`config.mk`:
```
export PLATFORM = sky130hd
export DESIGN_NAME = uart_tx_arbiter_flat
export DESIGN_NICKNAME = d
export VERILOG_FILES = /design/src/rtl/uart_arb_pkg.sv /design/src/rtl/uart_tx_arbiter_if.sv /design/src/rtl/rr_pick.sv /design/src/rtl/uart_tx_arbiter.sv /design/src/flat_wrapper.sv
export SDC_FILE = /design/constraint.sdc
export NUM_CORES = 1
export LEC_CHECK = 0
export BUFFER_PORTS_ARGS = -buffer_cell sky130_fd_sc_hd__buf_2
export CORE_MARGIN = 2
export CORE_UTILIZATION = 55
export CTS_CLUSTER_DIAMETER = 200
export CTS_CLUSTER_SIZE = 25
export DETAILED_ROUTE_END_ITERATION = 10
export GPL_TIMING_DRIVEN = 0
export PLACE_DENSITY_LB_ADDON = 0.15
export SLEW_MARGIN = 10
export SYNTH_ARGS = -nofsm -noshare
export SYNTH_HDL_FRONTEND = slang
export SYNTH_SLANG_ARGS = --single-unit
export TNS_END_PERCENT = 1
```
`constraint.sdc`:
```
create_clock -name i_clk -period 4 [get_ports i_clk]
set_input_delay 0.2 -clock i_clk [delete_from_list [all_inputs] [get_ports i_clk]]
set_output_delay 0.2 -clock i_clk [all_outputs]
set_load 0.1 [all_outputs]
```
`src/rtl/uart_arb_pkg.sv`:
```
// Shared types and constants for the uart_tx byte-stream arbiter.
package uart_arb_pkg;

  typedef enum logic [2:0] {
    S_IDLE,
    S_HDR,
    S_FETCH,
    S_SEND,
    S_GAP
  } state_t;

  localparam logic [7:0] HDR_TAG = 8'h80;

  // A cap of 0 means unlimited, which still needs a 1-bit counter to exist.
  function automatic int cnt_width(input int max_burst);
    return (max_burst < 1) ? 1 : $clog2(max_burst + 1);
  endfunction

  function automatic logic [7:0] hdr_byte(input int ch);
    return HDR_TAG | {5'b00000, ch[2:0]};
  endfunction

endpackage

```
`src/rtl/uart_tx_arbiter_if.sv`:
```
// Requester and uart_tx facing signals of the arbiter, bundled for port lists.
interface uart_tx_arbiter_if #(
  parameter int N_REQ = 4
);

  logic [N_REQ*8-1:0] i_req_data;
  logic [N_REQ-1:0]   i_req_valid;
  logic [N_REQ-1:0]   i_req_last;
  logic [N_REQ-1:0]   o_req_ready;
  logic [7:0]         o_tx_data;
  logic               o_tx_valid;
  logic               i_tx_rdy;
  logic [N_REQ-1:0]   o_grant;
  logic               o_busy;

  modport slave (
    input  i_req_data, i_req_valid, i_req_last, i_tx_rdy,
    output o_req_ready, o_tx_data, o_tx_valid, o_grant, o_busy
  );

  modport master (
    output i_req_data, i_req_valid, i_req_last, i_tx_rdy,
    input  o_req_ready, o_tx_data, o_tx_valid, o_grant, o_busy
  );

endinterface

```
`src/rtl/rr_pick.sv`:
```
// Combinational round-robin picker: first set request after ptr, wrapping modulo N.
module rr_pick #(
  parameter  int N  = 4,
  localparam int IW = (N > 1) ? $clog2(N) : 1
) (
  input  logic [N-1:0]  req,
  input  logic [IW-1:0] ptr,
  output logic [N-1:0]  grant,
  output logic          found
);

  always_comb begin
    logic [IW-1:0] idx;
    grant = '0;
    found = 1'b0;
    idx   = '0;
    for (int i = 1; i <= N; i++) begin
      idx = IW'((int'(ptr) + i) % N);
      if (!found && req[idx]) begin
        grant[idx] = 1'b1;
        found      = 1'b1;
      end
    end
  end

endmodule

```
`src/rtl/uart_tx_arbiter.sv`:
```
// Shares one uart_tx between N_REQ byte-stream requesters, round-robin per message,
// with an optional channel header byte ahead of each grant.
module uart_tx_arbiter
  import uart_arb_pkg::*;
#(
  parameter int N_REQ     = 4,
  parameter int HEADER_EN = 1,
  parameter int MAX_BURST = 16
) (
  input logic              i_clk,
  input logic              i_rst_n,
  uart_tx_arbiter_if.slave bus
);

  localparam int IW = $clog2(N_REQ);
  localparam int CW = cnt_width(MAX_BURST);

  state_t             state_q, state_d;
  logic [N_REQ-1:0]   grant_q, grant_d;
  logic [N_REQ-1:0]   pick_grant;
  logic               pick_found;
  logic [IW-1:0]      rr_ptr_q, rr_ptr_d;
  logic [IW-1:0]      grant_idx, pick_idx;
  logic [CW-1:0]      count_q, count_d;
  logic               last_q, last_d;
  logic               hdr_q, hdr_d;
  logic [7:0]         tx_data_q, tx_data_d;
  logic               burst_done;

  function automatic logic [IW-1:0] onehot_to_idx(input logic [N_REQ-1:0] oh);
    logic [IW-1:0] idx;
    idx = '0;
    for (int k = 0; k < N_REQ; k++) begin
      if (oh[k]) idx = IW'(k);
    end
    return idx;
  endfunction

  rr_pick #(.N(N_REQ)) u_pick (
    .req   (bus.i_req_valid),
    .ptr   (rr_ptr_q),
    .grant (pick_grant),
    .found (pick_found)
  );

  assign pick_idx   = onehot_to_idx(pick_grant);
  assign grant_idx  = onehot_to_idx(grant_q);
  assign burst_done = (MAX_BURST != 0) && (count_q == CW'(MAX_BURST));

  always_ff @(posedge i_clk or negedge i_rst_n) begin
    if (!i_rst_n) begin
      state_q   <= S_IDLE;
      grant_q   <= '0;
      rr_ptr_q  <= IW'(N_REQ - 1);
      count_q   <= '0;
      last_q    <= 1'b0;
      hdr_q     <= 1'b0;
      tx_data_q <= '0;
    end else begin
      state_q   <= state_d;
      grant_q   <= grant_d;
      rr_ptr_q  <= rr_ptr_d;
      count_q   <= count_d;
      last_q    <= last_d;
      hdr_q     <= hdr_d;
      tx_data_q <= tx_data_d;
    end
  end

  // S_GAP guarantees a dead cycle after every TX transfer, covering uart_tx's late rdy fall.
  always_comb begin
    state_d   = state_q;
    grant_d   = grant_q;
    rr_ptr_d  = rr_ptr_q;
    count_d   = count_q;
    last_d    = last_q;
    hdr_d     = hdr_q;
    tx_data_d = tx_data_q;
    case (state_q)
      S_IDLE: begin
        if (pick_found) begin
          grant_d = pick_grant;
          count_d = '0;
          if (HEADER_EN != 0) begin
            tx_data_d = hdr_byte(int'(pick_idx));
            state_d   = S_HDR;
          end else begin
            state_d   = S_FETCH;
          end
        end
      end
      S_HDR: begin
        if (bus.i_tx_rdy) begin
          hdr_d   = 1'b1;
          state_d = S_GAP;
        end
      end
      S_FETCH: begin
        if (|(bus.i_req_valid & grant_q)) begin
          tx_data_d = bus.i_req_data[{grant_idx, 3'b000} +: 8];
          last_d    = bus.i_req_last[grant_idx];
          count_d   = count_q + 1'b1;
          state_d   = S_SEND;
        end
      end
      S_SEND: begin
        if (bus.i_tx_rdy) state_d = S_GAP;
      end
      S_GAP: begin
        if (hdr_q) begin
          hdr_d   = 1'b0;
          state_d = S_FETCH;
        end else if (last_q || burst_done) begin
          rr_ptr_d = grant_idx;
          grant_d  = '0;
          state_d  = S_IDLE;
        end else begin
          state_d  = S_FETCH;
        end
      end
      default: state_d = S_IDLE;
    endcase
  end

  assign bus.o_tx_data   = tx_data_q;
  assign bus.o_tx_valid  = (state_q == S_HDR) || (state_q == S_SEND);
  assign bus.o_req_ready = (state_q == S_FETCH) ? grant_q : '0;
  assign bus.o_grant     = grant_q;
  assign bus.o_busy      = (state_q != S_IDLE);

endmodule

```
`src/flat_wrapper.sv`:
```
// flat-port wrapper written by rule: the top's interface ports become plain ports
module uart_tx_arbiter_flat import uart_arb_pkg::*;
#(
  parameter int N_REQ     = 4,
  parameter int HEADER_EN = 1,
  parameter int MAX_BURST = 16
)
  (i_clk, i_rst_n, bus_i_req_data, bus_i_req_valid, bus_i_req_last, bus_i_tx_rdy, bus_o_req_ready, bus_o_tx_data, bus_o_tx_valid, bus_o_grant, bus_o_busy);
  uart_tx_arbiter_if #(.N_REQ(N_REQ)) bus_i ();
  input logic i_clk;
  input logic i_rst_n;
  input wire logic [$bits(bus_i.i_req_data)-1:0] bus_i_req_data;
  input wire logic [$bits(bus_i.i_req_valid)-1:0] bus_i_req_valid;
  input wire logic [$bits(bus_i.i_req_last)-1:0] bus_i_req_last;
  input wire logic [$bits(bus_i.i_tx_rdy)-1:0] bus_i_tx_rdy;
  output wire logic [$bits(bus_i.o_req_ready)-1:0] bus_o_req_ready;
  output wire logic [$bits(bus_i.o_tx_data)-1:0] bus_o_tx_data;
  output wire logic [$bits(bus_i.o_tx_valid)-1:0] bus_o_tx_valid;
  output wire logic [$bits(bus_i.o_grant)-1:0] bus_o_grant;
  output wire logic [$bits(bus_i.o_busy)-1:0] bus_o_busy;
  assign bus_i.i_req_data = bus_i_req_data;
  assign bus_i.i_req_valid = bus_i_req_valid;
  assign bus_i.i_req_last = bus_i_req_last;
  assign bus_i.i_tx_rdy = bus_i_tx_rdy;
  assign bus_o_req_ready = bus_i.o_req_ready;
  assign bus_o_tx_data = bus_i.o_tx_data;
  assign bus_o_tx_valid = bus_i.o_tx_valid;
  assign bus_o_grant = bus_i.o_grant;
  assign bus_o_busy = bus_i.o_busy;
  uart_tx_arbiter #(.N_REQ(N_REQ), .HEADER_EN(HEADER_EN), .MAX_BURST(MAX_BURST)) u_core (.i_clk(i_clk), .i_rst_n(i_rst_n), .bus(bus_i));
endmodule
```
==> results of run 1 <==
## path summary, 6_finish.rpt
check / end / slack, ns
min in group asynchronous: u_core.state_q[0]$_DFFE_PN0P_ / 0.36
min reg2reg: u_core.bus.o_tx_data[1]$_DFFE_PN0P_ / 0.49
max reg2reg: u_core.bus.o_tx_data[1]$_DFFE_PN0P_ / 1.06
min: u_core.state_q[2]$_DFFE_PN0P_ / 0.11
max in group asynchronous: u_core.rr_ptr_q[0]$_DFFE_PN1P_ / 3.26
max: u_core.bus.o_tx_data[1]$_DFFE_PN0P_ / 1.06
## kinds of logic after synthesis
logic type	count (synthesis)	synth area share, %
AND/OR/NAND/NOR	78	21.6
AO/OA/AOI/OAI	60	25.3
flip-flops	24	31.8
buffers and inverters	18	3.83
multiplexers	16	9.50
adder cells (fa/ha/maj)	10	6.60
XOR/XNOR	3	1.39
## cell type report
class,count,area (um^2),share of cell area [%]
Tap cell,46,57.6,2.49
Clock buffer,3,22.5,0.972
Multi-Input combinational cell,167,1220,52.7
Buffer,10,42.5,1.84
Timing Repair Buffer,61,310,13.4
Sequential cell,24,603,26.0
Inverter,8,30.0,1.30
Clock inverter,1,30.0,1.30
## timing repair
action | 4_1_cts | 5_1_grt
hold buffers | 1 | 0
endpoints found under the setup margin | 0 | 0
endpoints found under the hold margin | 22 | 0
## stage by stage
stage / area [um^2] / total power, mW / setup slack [ns] / std cells
floorplan: 1900 / 1.52 / 1.39 / 209
global placement: 2250 / 1.76 / 1.11 / 315
detailed placement: 2250 / 1.77 / 1.08 / 315
CTS: 2320 / 1.95 / 1.08 / 320
global route: 2320 / 2.09 / 0.757 / 320
finish: 2320 / 1.95 / 1.06 / 320
## layout by cell type, fill, tap and decap left out, types with 4 or more instances in the layout
cell type / instances
nand2b_1: 4
dfrtp_1: 22
buf_2: 63
a22o_1: 9
and2_1: 6
o21ai_0: 9
clkbuf_1: 6
and3_1: 5
nor2b_1: 8
a21oi_1: 16
mux2i_1: 11
ha_1: 10
inv_1: 8
nor2_1: 20
nand2_1: 20
## sequential cells by signal, indices dropped and copies added (netlist names)
register,cells
u_core.last_q,1
u_core.rr_ptr_q,2
u_core.state_q,3
u_core.bus.o_grant,4
u_core.bus.o_tx_data,8
u_core.hdr_q,1
u_core.count_q,5
## worst register-to-register path, cell delays in order, from the launching register on
cell and delay [ns]:
dfstp_2 0.68, buf_2 0.24, inv_1 0.15, ha_1 0.39
mux2i_1 0.35, o22ai_1 0.19, a2111oi_4 0.37, o2bb2ai_2 0.13
o311ai_2 0.28, nand2_1 0.07
## power groups by stage
stage | registers [mW] | logic (mW) | clock network [mW]
finish | 0.423 | 1.35 | 0.179
global route | 0.440 | 1.46 | 0.191
CTS | 0.423 | 1.35 | 0.178
detailed placement | 0.427 | 1.35 | 0
global placement | 0.427 | 1.33 | 0
floorplan | 0.741 | 0.778 | 0
## cell usage after synthesis, types with 4 or more instances
cell / instances
dfrtp_1: 22
nand2_1: 20
nor2_1: 20
a21oi_1: 16
mux2i_1: 11
ha_1: 10
a22o_1: 9
o21ai_0: 9
inv_1: 8
nor2b_1: 8
and2_1: 6
clkbuf_1: 6
and3_1: 5
nand2b_1: 4
## per-layer routing
layer / vias to the layer above / share of wire (%)
li1: 891 / -
met1: 843 / 46
met2: 77 / 45
met3: 6 / 7.7
met4: 0 / 0.90
met5: - / 0
==> impl_metrics.tcl, run 1 <==
set metrics [dict create \
    hold_class "in2reg" \
    p_leak_nw 1.11 \
    drive_gt1_share_pct 31.0 \
    grt_pass1_vias 1676 \
    grt.met3_usage_pct 4.32 \
    clk_pin_slew_ns 0.14 \
    holdPathStages 2 \
    setup_violations 0 \
    synth_cell_types 49 \
    netlist_top_cells_area "dfrtp_1, ha_1, mux2i_1" \
    die_width_um 62.7 \
    syn-cell-area_um2 1900 \
    grt_busiest_layer "met2" \
    dp_hpwl_um 3490 \
    rsz0062_at_grt "no" \
    tns_ns 0 \
    endpoint_kind "flip-flop" \
    initial_core_util_pct 57.3 \
    ioPinCount 61 \
    grt_pass1_wl_um 7580 \
    clk_latency_ns 0.32 \
    crit_required_ns 4.23 \
    ys_seq_area_share_pct 31.8 \
    synth_ff_type "dfrtp_1" \
    place.port_buffers 60 \
    dr.pass1.iters 4 \
    status "finished clean" \
    cts_made_buffers 3 \
    p_seq_share_pct 21.7 \
    maxSlewHeadroom_pct 38.2 \
    cts_resized 0 \
    crit-reg2reg-launch "u_core.rr_ptr_q[0]$_DFFE_PN1P_" \
    first_iter_violations 158 \
    holdWs_ns 0.112 \
    powerDensity_nw_per_um2 843 \
    hp-start "bus_i_tx_rdy" \
    finalCritPeriodShare_pct 73.5 \
    rows 21 \
    final_nets 328 \
    via_per_inst 5.68 \
    grt_start_max_net_pins 25 \
    synth_cells 209 \
    reg2regPathDepth 9 \
    combPwrFrac_pct 69.2 \
    synth_top_cell_area_share_pct 29.0 \
    p_sw_share_pct 57.5 \
    post-synth-top-area-cell "dfrtp_1" \
    p_sw_mw 1.12 \
    critPathTopFamily "compound AO/OA/AOI/OAI gates" \
    clockBufferDepth 2 \
    path_cells "buf_2, inv_1, ha_1, mux2i_1, o22ai_1, a2111oi_4, o2bb2ai_2, o311ai_2, nand2_1" \
    crit_type "reg2reg" \
    use_met1_pct 32.8 \
    die-height_um 62.7 \
    wl_per_cell_um 13.9 \
    hold_viol_final 0 \
    ys_async_sr_fraction_pct 100 \
    yosysWarnings 0 \
    area_growth_pct 22.2 \
    maxCapViolCount 0 \
    drt-total-wl_um 4460 \
    remaining_drc_errors 0 \
    grt_use_met2_pct 40.3 \
    vias 1817 \
    clkPwrFrac_pct 9.2 \
    place.gp.congestion 0.853 \
    critical_path_buf_inv_count 2 \
    synth_edf_count 0 \
    synth.avg_cell_area_um2 9.07 \
    slew_viol_final 0 \
    antenna_found_initial 0 \
    cts.sink_count 24 \
    startpoint "u_core.rr_ptr_q[0]$_DFFE_PN1P_" \
    nFillCells 282 \
    tritoncts "built" \
    track_usage_pct 24.1 \
    die_area_um2 3930 \
    p_int_mw 0.831 \
    cp_max_fo 10 \
    slowest_stage "dfstp_2" \
    startpoint_type "flip-flop" \
    skew_ns 0.00971 \
    postRouteAntennaNets 0 \
    ctsHtreeMaxLevel 1 \
    worstMarginPinSlew_ns 0.925 \
    arrival_ns 3.17 \
    critPathMaxStageDelay_ns 0.68 \
    num_antenna_cells 0 \
    root_buffer "clkbuf_4" \
    fmax_mhz 340 \
    postCtsSetupBuffers 0 \
    gr-total-overflow 0 \
    period_needed_ns 2.94 \
    ys_ff_latch 24 \
    vdd_ir_drop_max_uv 445 \
    path_depth 9 \
    utilization_pct 70.0 \
    syn_nets 262 \
    core_region_area_um2 3310 \
]
No activity file was read; power rests on OpenSTA's default activity.
==> run 2: changes to the inputs <==
--- a/config.mk
+++ b/config.mk
@@ -5,9 +5,10 @@
 export SDC_FILE = /design/constraint.sdc
 export NUM_CORES = 1
 export LEC_CHECK = 0
+export ABC_AREA = 1
 export BUFFER_PORTS_ARGS = -buffer_cell sky130_fd_sc_hd__buf_2
 export CORE_MARGIN = 2
-export CORE_UTILIZATION = 55
+export CORE_UTILIZATION = 51
 export CTS_CLUSTER_DIAMETER = 200
 export CTS_CLUSTER_SIZE = 25
 export DETAILED_ROUTE_END_ITERATION = 10
==> constraint.sdc (replaced) <==
create_clock -name i_clk -period 3 [get_ports i_clk]
set_input_delay 0.15 -clock i_clk [delete_from_list [all_inputs] [get_ports i_clk]]
set_output_delay 0.15 -clock i_clk [all_outputs]
set_load 0.1 [all_outputs]
==> impl_metrics.tcl, run 2 <==
set metrics [dict create \
    ys_async_sr_fraction_pct 100 \
    slew_viol_final 0 \
    first_iter_violations 166 \
    num_antenna_cells 0 \
    cp_common_cell "nand2_1" \
    grt_use_met2_pct 37.5 \
    tns_ns 0 \
    crit-reg2reg-launch "u_core.rr_ptr_q[0]$_DFFE_PN1P_" \
    drt-total-wl_um 4570 \
    antenna_found_initial 0 \
    synth_edf_count 0 \
    rows 22 \
    syn-cell-area_um2 1880 \
    core_region_area_um2 3610 \
    cts.sink_count 24 \
    via_per_inst 5.06 \
    finalCritPeriodShare_pct 78.1 \
    yosysWarnings 0 \
    critPathTopFamily "simple AND/OR/NAND/NOR gates" \
    netlist_top_cells_area "dfrtp_1, nand2_1, nor2_1" \
    setup_violations 0 \
    rsz0062_at_grt "no" \
    remaining_drc_errors 0 \
    reg2regPathDepth 14 \
    hold_class "in2reg" \
    holdPathStages 4 \
    grt.met3_usage_pct 4.69 \
    hold_end "u_core.state_q[0]$_DFFE_PN0P_" \
    synth-compound-area-share_pct 13.2 \
    cp_max_fo 11 \
    skew_ns 0.00409 \
    initial_core_util_pct 52.1 \
    yosys.area_share.simple_pct 38.5 \
    grt_busiest_layer "met2" \
    critical_path_buf_inv_count 3 \
    syn_nets 326 \
    dr.pass1.iters 4 \
    hold_viol_final 0 \
    period_needed_ns 2.34 \
    synth_cells 273 \
    grt_pass1_vias 1806 \
    yosys.area_share.xor_xnor_pct 1.40 \
    critPathMaxStageDelay_ns 0.67 \
    synthTopCellsByCount "nand2_1, nor2_1, inv_1" \
    status "finished clean" \
    place_inst 381 \
    area_growth_pct 23.5 \
    grt_pass1_wl_um 7910 \
    largest_reg_flops 8 \
    clockBufferDepth 2 \
    vias 1955 \
    final_cells 386 \
    place.port_buffers 60 \
    grt_start_max_net_pins 25 \
    ys_ff_latch 24 \
    slowest_stage "dfstp_2" \
    synth_most_common_cell "nand2_1" \
    dp_hpwl_um 3630 \
    synth.avg_cell_area_um2 6.88 \
    use_met1_pct 34.2 \
    endpoint_kind "flip-flop" \
    drive_gt1_share_pct 28.7 \
    synth_ff_type "dfrtp_1" \
    maxCapViolCount 0 \
    synth_top_family_by_area "simple AND/OR/NAND/NOR gates" \
    cts_made_buffers 3 \
    ys_seq_area_share_pct 32.1 \
    hp-start "bus_i_tx_rdy" \
    post-synth-top-area-cell "dfrtp_1" \
    track_usage_pct 23.9 \
    final_cell_mix "nand2_1, buf_2, nor2_1" \
    crit_type "reg2reg" \
    reg2reg_slack_ns 0.66 \
    final_nets 392 \
    p_leak_nw 1.27 \
    postRouteAntennaNets 0 \
    synth_top_cell_area_share_pct 29.3 \
    powerDensity_nw_per_um2 1130 \
    maxSlewHeadroom_pct 64.6 \
    path_cells "inv_2, ha_1, inv_1, nand3_2, nand2_4, inv_2, nand2_1, nand2_1, nor2_1, nand2_1, nor2_1, nand2_1, nand2_1, nand2_1" \
    ioPinCount 61 \
    gr-total-overflow 0 \
    clk_latency_ns 0.27 \
    fmax_mhz 427 \
    root_buffer "clkbuf_8" \
    wl_per_cell_um 11.8 \
    die_area_um2 4190 \
    synth_mux_area_share_pct 0 \
    startpoint_type "flip-flop" \
    rr_endpoint "u_core.bus.o_tx_data[1]$_DFFE_PN0P_" \
    die-height_um 64.7 \
    ctsHtreeMaxLevel 1 \
    final_common_cell "nand2_1" \
    synthAdderAreaFrac_pct 6.66 \
    worstMarginPinSlew_ns 0.530 \
    die_width_um 64.7 \
    tritoncts "built" \
    arrival_ns 2.51 \
    crit_required_ns 3.16 \
    synth_cell_types 27 \
    vdd_ir_drop_max_uv 785 \
    place.gp.congestion 0.832 \
    postCtsSetupBuffers 0 \
    clk_pin_slew_ns 0.08 \
]
==> run 2: cell count changes after synthesis, sizes merged, moves of 6 or more <==
cell,change
and3,-6
a22o,-9
inv,+22
mux2i,-12
nand3,+22
nor2b,-8
a21oi,-9
nor2,+24
o21ai,+9
clkbuf,-6
o22ai,+8
and2,-6
nand2,+69
==> run 2: worst min-delay path, stage by stage <==
cell and delay [ns]:
buf_2 0.09, nor2_1 0.04, inv_1 0.05, nand2_1 0.05
==> run 2: cell families (layout without fill, tap and decap cells) <==
family                   Yosys count  after routing
AO/OA/AOI/OAI                     43             43
XOR/XNOR                           3              3
adder cells (fa/ha/maj)           10             10
buffers and inverters             36            101
flip-flops                        24             24
AND/OR/NAND/NOR                  157            157
==> run 2: cell type report <==
class | instances | area [um^2]
fill | 351 | 1280
multi-input combinational | 213 | 1120
sequential | 24 | 603
timing repair buffer | 61 | 310
inverter | 32 | 120
tap | 48 | 60.1
clock buffer | 3 | 41.3
buffer | 4 | 33.8
clock inverter | 1 | 30.0
==> run 2: worst max-delay path by stage <==
stage	start	slack, ns	cells after the start	to
after global routing	u_core.rr_ptr_q[0]$_DFFE_PN1P_	0.43	14	u_core.bus.o_tx_data[1]$_DFFE_PN0P_
after CTS	u_core.rr_ptr_q[0]$_DFFE_PN1P_	0.63	14	u_core.bus.o_tx_data[1]$_DFFE_PN0P_
after floorplan	u_core.bus.o_grant[3]$_DFFE_PN0P_	0.11	2	bus_o_req_ready[3]
after global placement	u_core.rr_ptr_q[0]$_DFFE_PN1P_	0.68	14	u_core.bus.o_tx_data[1]$_DFFE_PN0P_
final	u_core.rr_ptr_q[0]$_DFFE_PN1P_	0.66	14	u_core.bus.o_tx_data[1]$_DFFE_PN0P_
after detailed placement	u_core.rr_ptr_q[0]$_DFFE_PN1P_	0.64	14	u_core.bus.o_tx_data[1]$_DFFE_PN0P_
==> run 2: layer usage <==
| layer | share of wire (%) | wire length [um] | vias to the layer above |
|---|---|---|---|
| met5 | 0 | 0 | - |
| met3 | 6.0 | 273 | 4 |
| met2 | 45 | 2050 | 64 |
| met1 | 48 | 2220 | 874 |
| met4 | 0.68 | 31 | 0 |
| li1 | - | - | 1013 |
==> run 2: through the flow <==
| stage | utilization, % | worst slack (ns) | hold slack, ns | power [mW] | area [um^2] |
|---|---|---|---|---|---|
| finish | 64.4 | 0.658 | 0.143 | 2.62 | 2320 |
| global route | 64.4 | 0.432 | 0.153 | 2.83 | 2320 |
| CTS | 64.4 | 0.633 | 0.139 | 2.63 | 2320 |
| detailed placement | 62.1 | 0.641 | 0.164 | 2.33 | 2240 |
| global placement | 62.1 | 0.677 | 0.164 | 2.32 | 2240 |
| floorplan | - | 0.115 | -0.146 | 1.98 | 1880 |
==> run 2: power breakdown <==
part	total (mW)	internal (mW)	switching, mW	leakage, nW
clock	0.280	0.178	0.101	0.0357
sequential	0.521	0.433	0.0877	0.310
combinational	1.82	0.456	1.36	0.920
==> run 2: timing repair <==
action                                  4_1_cts  5_1_grt
hold buffers                                  1        0
hold endpoints to repair                     22        0
endpoints found under the setup margin        0        0
resized for setup                             0        0
==> run 3: changes to the inputs <==
--- a/config.mk
+++ b/config.mk
@@ -5,10 +5,10 @@
 export SDC_FILE = /design/constraint.sdc
 export NUM_CORES = 1
 export LEC_CHECK = 0
-export ABC_AREA = 1
+export ABC_AREA = 0
 export BUFFER_PORTS_ARGS = -buffer_cell sky130_fd_sc_hd__buf_2
 export CORE_MARGIN = 2
-export CORE_UTILIZATION = 51
+export CORE_UTILIZATION = 46
 export CTS_CLUSTER_DIAMETER = 200
 export CTS_CLUSTER_SIZE = 25
 export DETAILED_ROUTE_END_ITERATION = 10
==> constraint.sdc (replaced) <==
create_clock -name i_clk -period 2.05 [get_ports i_clk]
set_input_delay 0.1025 -clock i_clk [delete_from_list [all_inputs] [get_ports i_clk]]
set_output_delay 0.1025 -clock i_clk [all_outputs]
set_load 0.1 [all_outputs]
==> impl_metrics.tcl, run 3 (synthesis gave the netlist of run 1 again) <==
set metrics [dict create \
    skew_ns 0.00528 \
    fin_ws_ns -0.451 \
    status "finished, violations left" \
    maxCapViolCount 0 \
    crit_required_ns 2.20 \
    critPathMaxStageDelay_ns 0.56 \
    first_iter_violations 82 \
    via_per_inst 5.46 \
    core_region_area_um2 3970 \
    holdWs_ns 0.0688 \
    endpoint_kind "flip-flop" \
    rows 23 \
    place_inst 319 \
    slew_viol_final 0 \
    grt_pass1_vias 1713 \
    gr-total-overflow 0 \
    clk_pin_slew_ns 0.09 \
    clockBufferDepth 2 \
    period_needed_ns 2.50 \
    holdPathStages 2 \
    num_antenna_cells 0 \
    dpl_cell_area_um2 2310 \
    grt_start_max_net_pins 25 \
    postRouteAntennaNets 0 \
    arrival_ns 2.65 \
    root_buffer "clkbuf_8" \
    die-height_um 68.2 \
    final_cell_mix "buf_2, dfrtp_1, nor2_1, nand2_1, a21oi_1" \
    largest_reg_flops 8 \
    fmax_mhz 400 \
    cp_max_fo 5 \
    tns_ns -2.06 \
    vdd_ir_drop_max_uv 964 \
    failed_checks "negative setup slack" \
    path_cells "buf_6, clkinvlp_4, ha_4, mux4_2, a221o_1, a21oi_2, o2bb2ai_2, o311ai_2, nand2_1" \
    utilization_pct 62.4 \
    worstMarginPinSlew_ns 0.605 \
    startpoint_type "flip-flop" \
    tritoncts "built" \
    powerDensity_nw_per_um2 1690 \
    final_nets 335 \
    crit_type "reg2reg" \
    hold_class "in2reg" \
    grt_pass1_wl_um 7930 \
    remaining_drc_errors 0 \
    die_area_um2 4650 \
    rsz0062_at_grt "yes" \
    place.gp.congestion 0.778 \
    dr.pass1.iters 4 \
    hold_viol_final 0 \
    maxSlewHeadroom_pct 59.7 \
    die_width_um 68.2 \
    cts.sink_count 24 \
    ctsHtreeMaxLevel 1 \
    stdcell_area_um2 2480 \
    antenna_found_initial 0 \
    clk_latency_ns 0.27 \
    p_leak_nw 1.15 \
    track_usage_pct 22.4 \
    place.port_buffers 60 \
    final_common_cell "buf_2" \
    ioPinCount 61 \
    drt-total-wl_um 4890 \
    dp_hpwl_um 3630 \
    drive_gt1_share_pct 35.9 \
    finalCritPeriodShare_pct 122 \
    setup_violations 6 \
    final_cells 331 \
    slowest_stage "dfstp_2" \
    cts_made_buffers 3 \
    fin_total_pwr_mw 4.18 \
    post-place-ws_ns -0.722 \
    initial_core_util_pct 47.7 \
    reg2regPathDepth 9 \
    wl_per_cell_um 14.8 \
    area_growth_pct 30.6 \
    vias 1807 \
]
-- run 3: repair_timing --
item / in CTS / in global routing
pin swaps: 6 / 2
endpoints found under the hold margin: 22 / 0
resized for setup: 5 / 3
endpoints found under the setup margin: 10 / 12
hold buffers: 1 / 0
buffers inserted: 7 / 0
-- run 3: where the power goes --
part           switching, mW  total, mW  internal, mW
Sequential             0.156      0.800         0.643
Combinational           2.00       2.97         0.967
Clock                  0.156      0.417         0.261
Total                   2.31       4.18          1.87
-- run 3: final cells by class --
class	count	area [um^2]
tap	50	62.6
sequential	24	603
clock inverter	1	30.0
fill	352	1500
buffer	10	48.8
timing repair buffer	68	365
inverter	8	37.5
multi-input combinational	167	1290
clock buffer	3	41.3
-- run 3: final timing paths --
check / from / end / slack [ns]
min in group asynchronous: i_rst_n / u_core.bus.o_grant[0]$_DFFE_PN0P_ / 0.36
worst max register to register: u_core.rr_ptr_q[0]$_DFFE_PN1P_ / u_core.bus.o_tx_data[1]$_DFFE_PN0P_ / -0.45
worst max-delay path: u_core.rr_ptr_q[0]$_DFFE_PN1P_ / u_core.bus.o_tx_data[1]$_DFFE_PN0P_ / -0.45
max in group asynchronous: i_rst_n / u_core.rr_ptr_q[0]$_DFFE_PN1P_ / 1.31
worst min register to register: u_core.bus.o_tx_data[1]$_DFFE_PN0P_ / u_core.bus.o_tx_data[1]$_DFFE_PN0P_ / 0.50
worst min-delay path: bus_i_tx_rdy / u_core.state_q[2]$_DFFE_PN0P_ / 0.07
-- run 3: critical path, delay by kind of cell (launching register included) --
kind / cells / cell delay (ns)
flip-flops: 1 / 0.56
adder cells (fa/ha/maj): 1 / 0.33
multiplexers: 1 / 0.37
buffers and inverters: 2 / 0.21
AND/OR/NAND/NOR: 1 / 0.08
AO/OA/AOI/OAI: 4 / 0.82
-- run 3: layer usage --
metal	GRT usage [%]	vias up	wire length [um]	part of all wire (%)
met1	28.2	850	2120	43
met2	41.4	52	2530	52
met3	2.63	2	222	4.5
met4	3.50	0	10	0.20
met5	0	-	0	0
li1	-	903	-	-
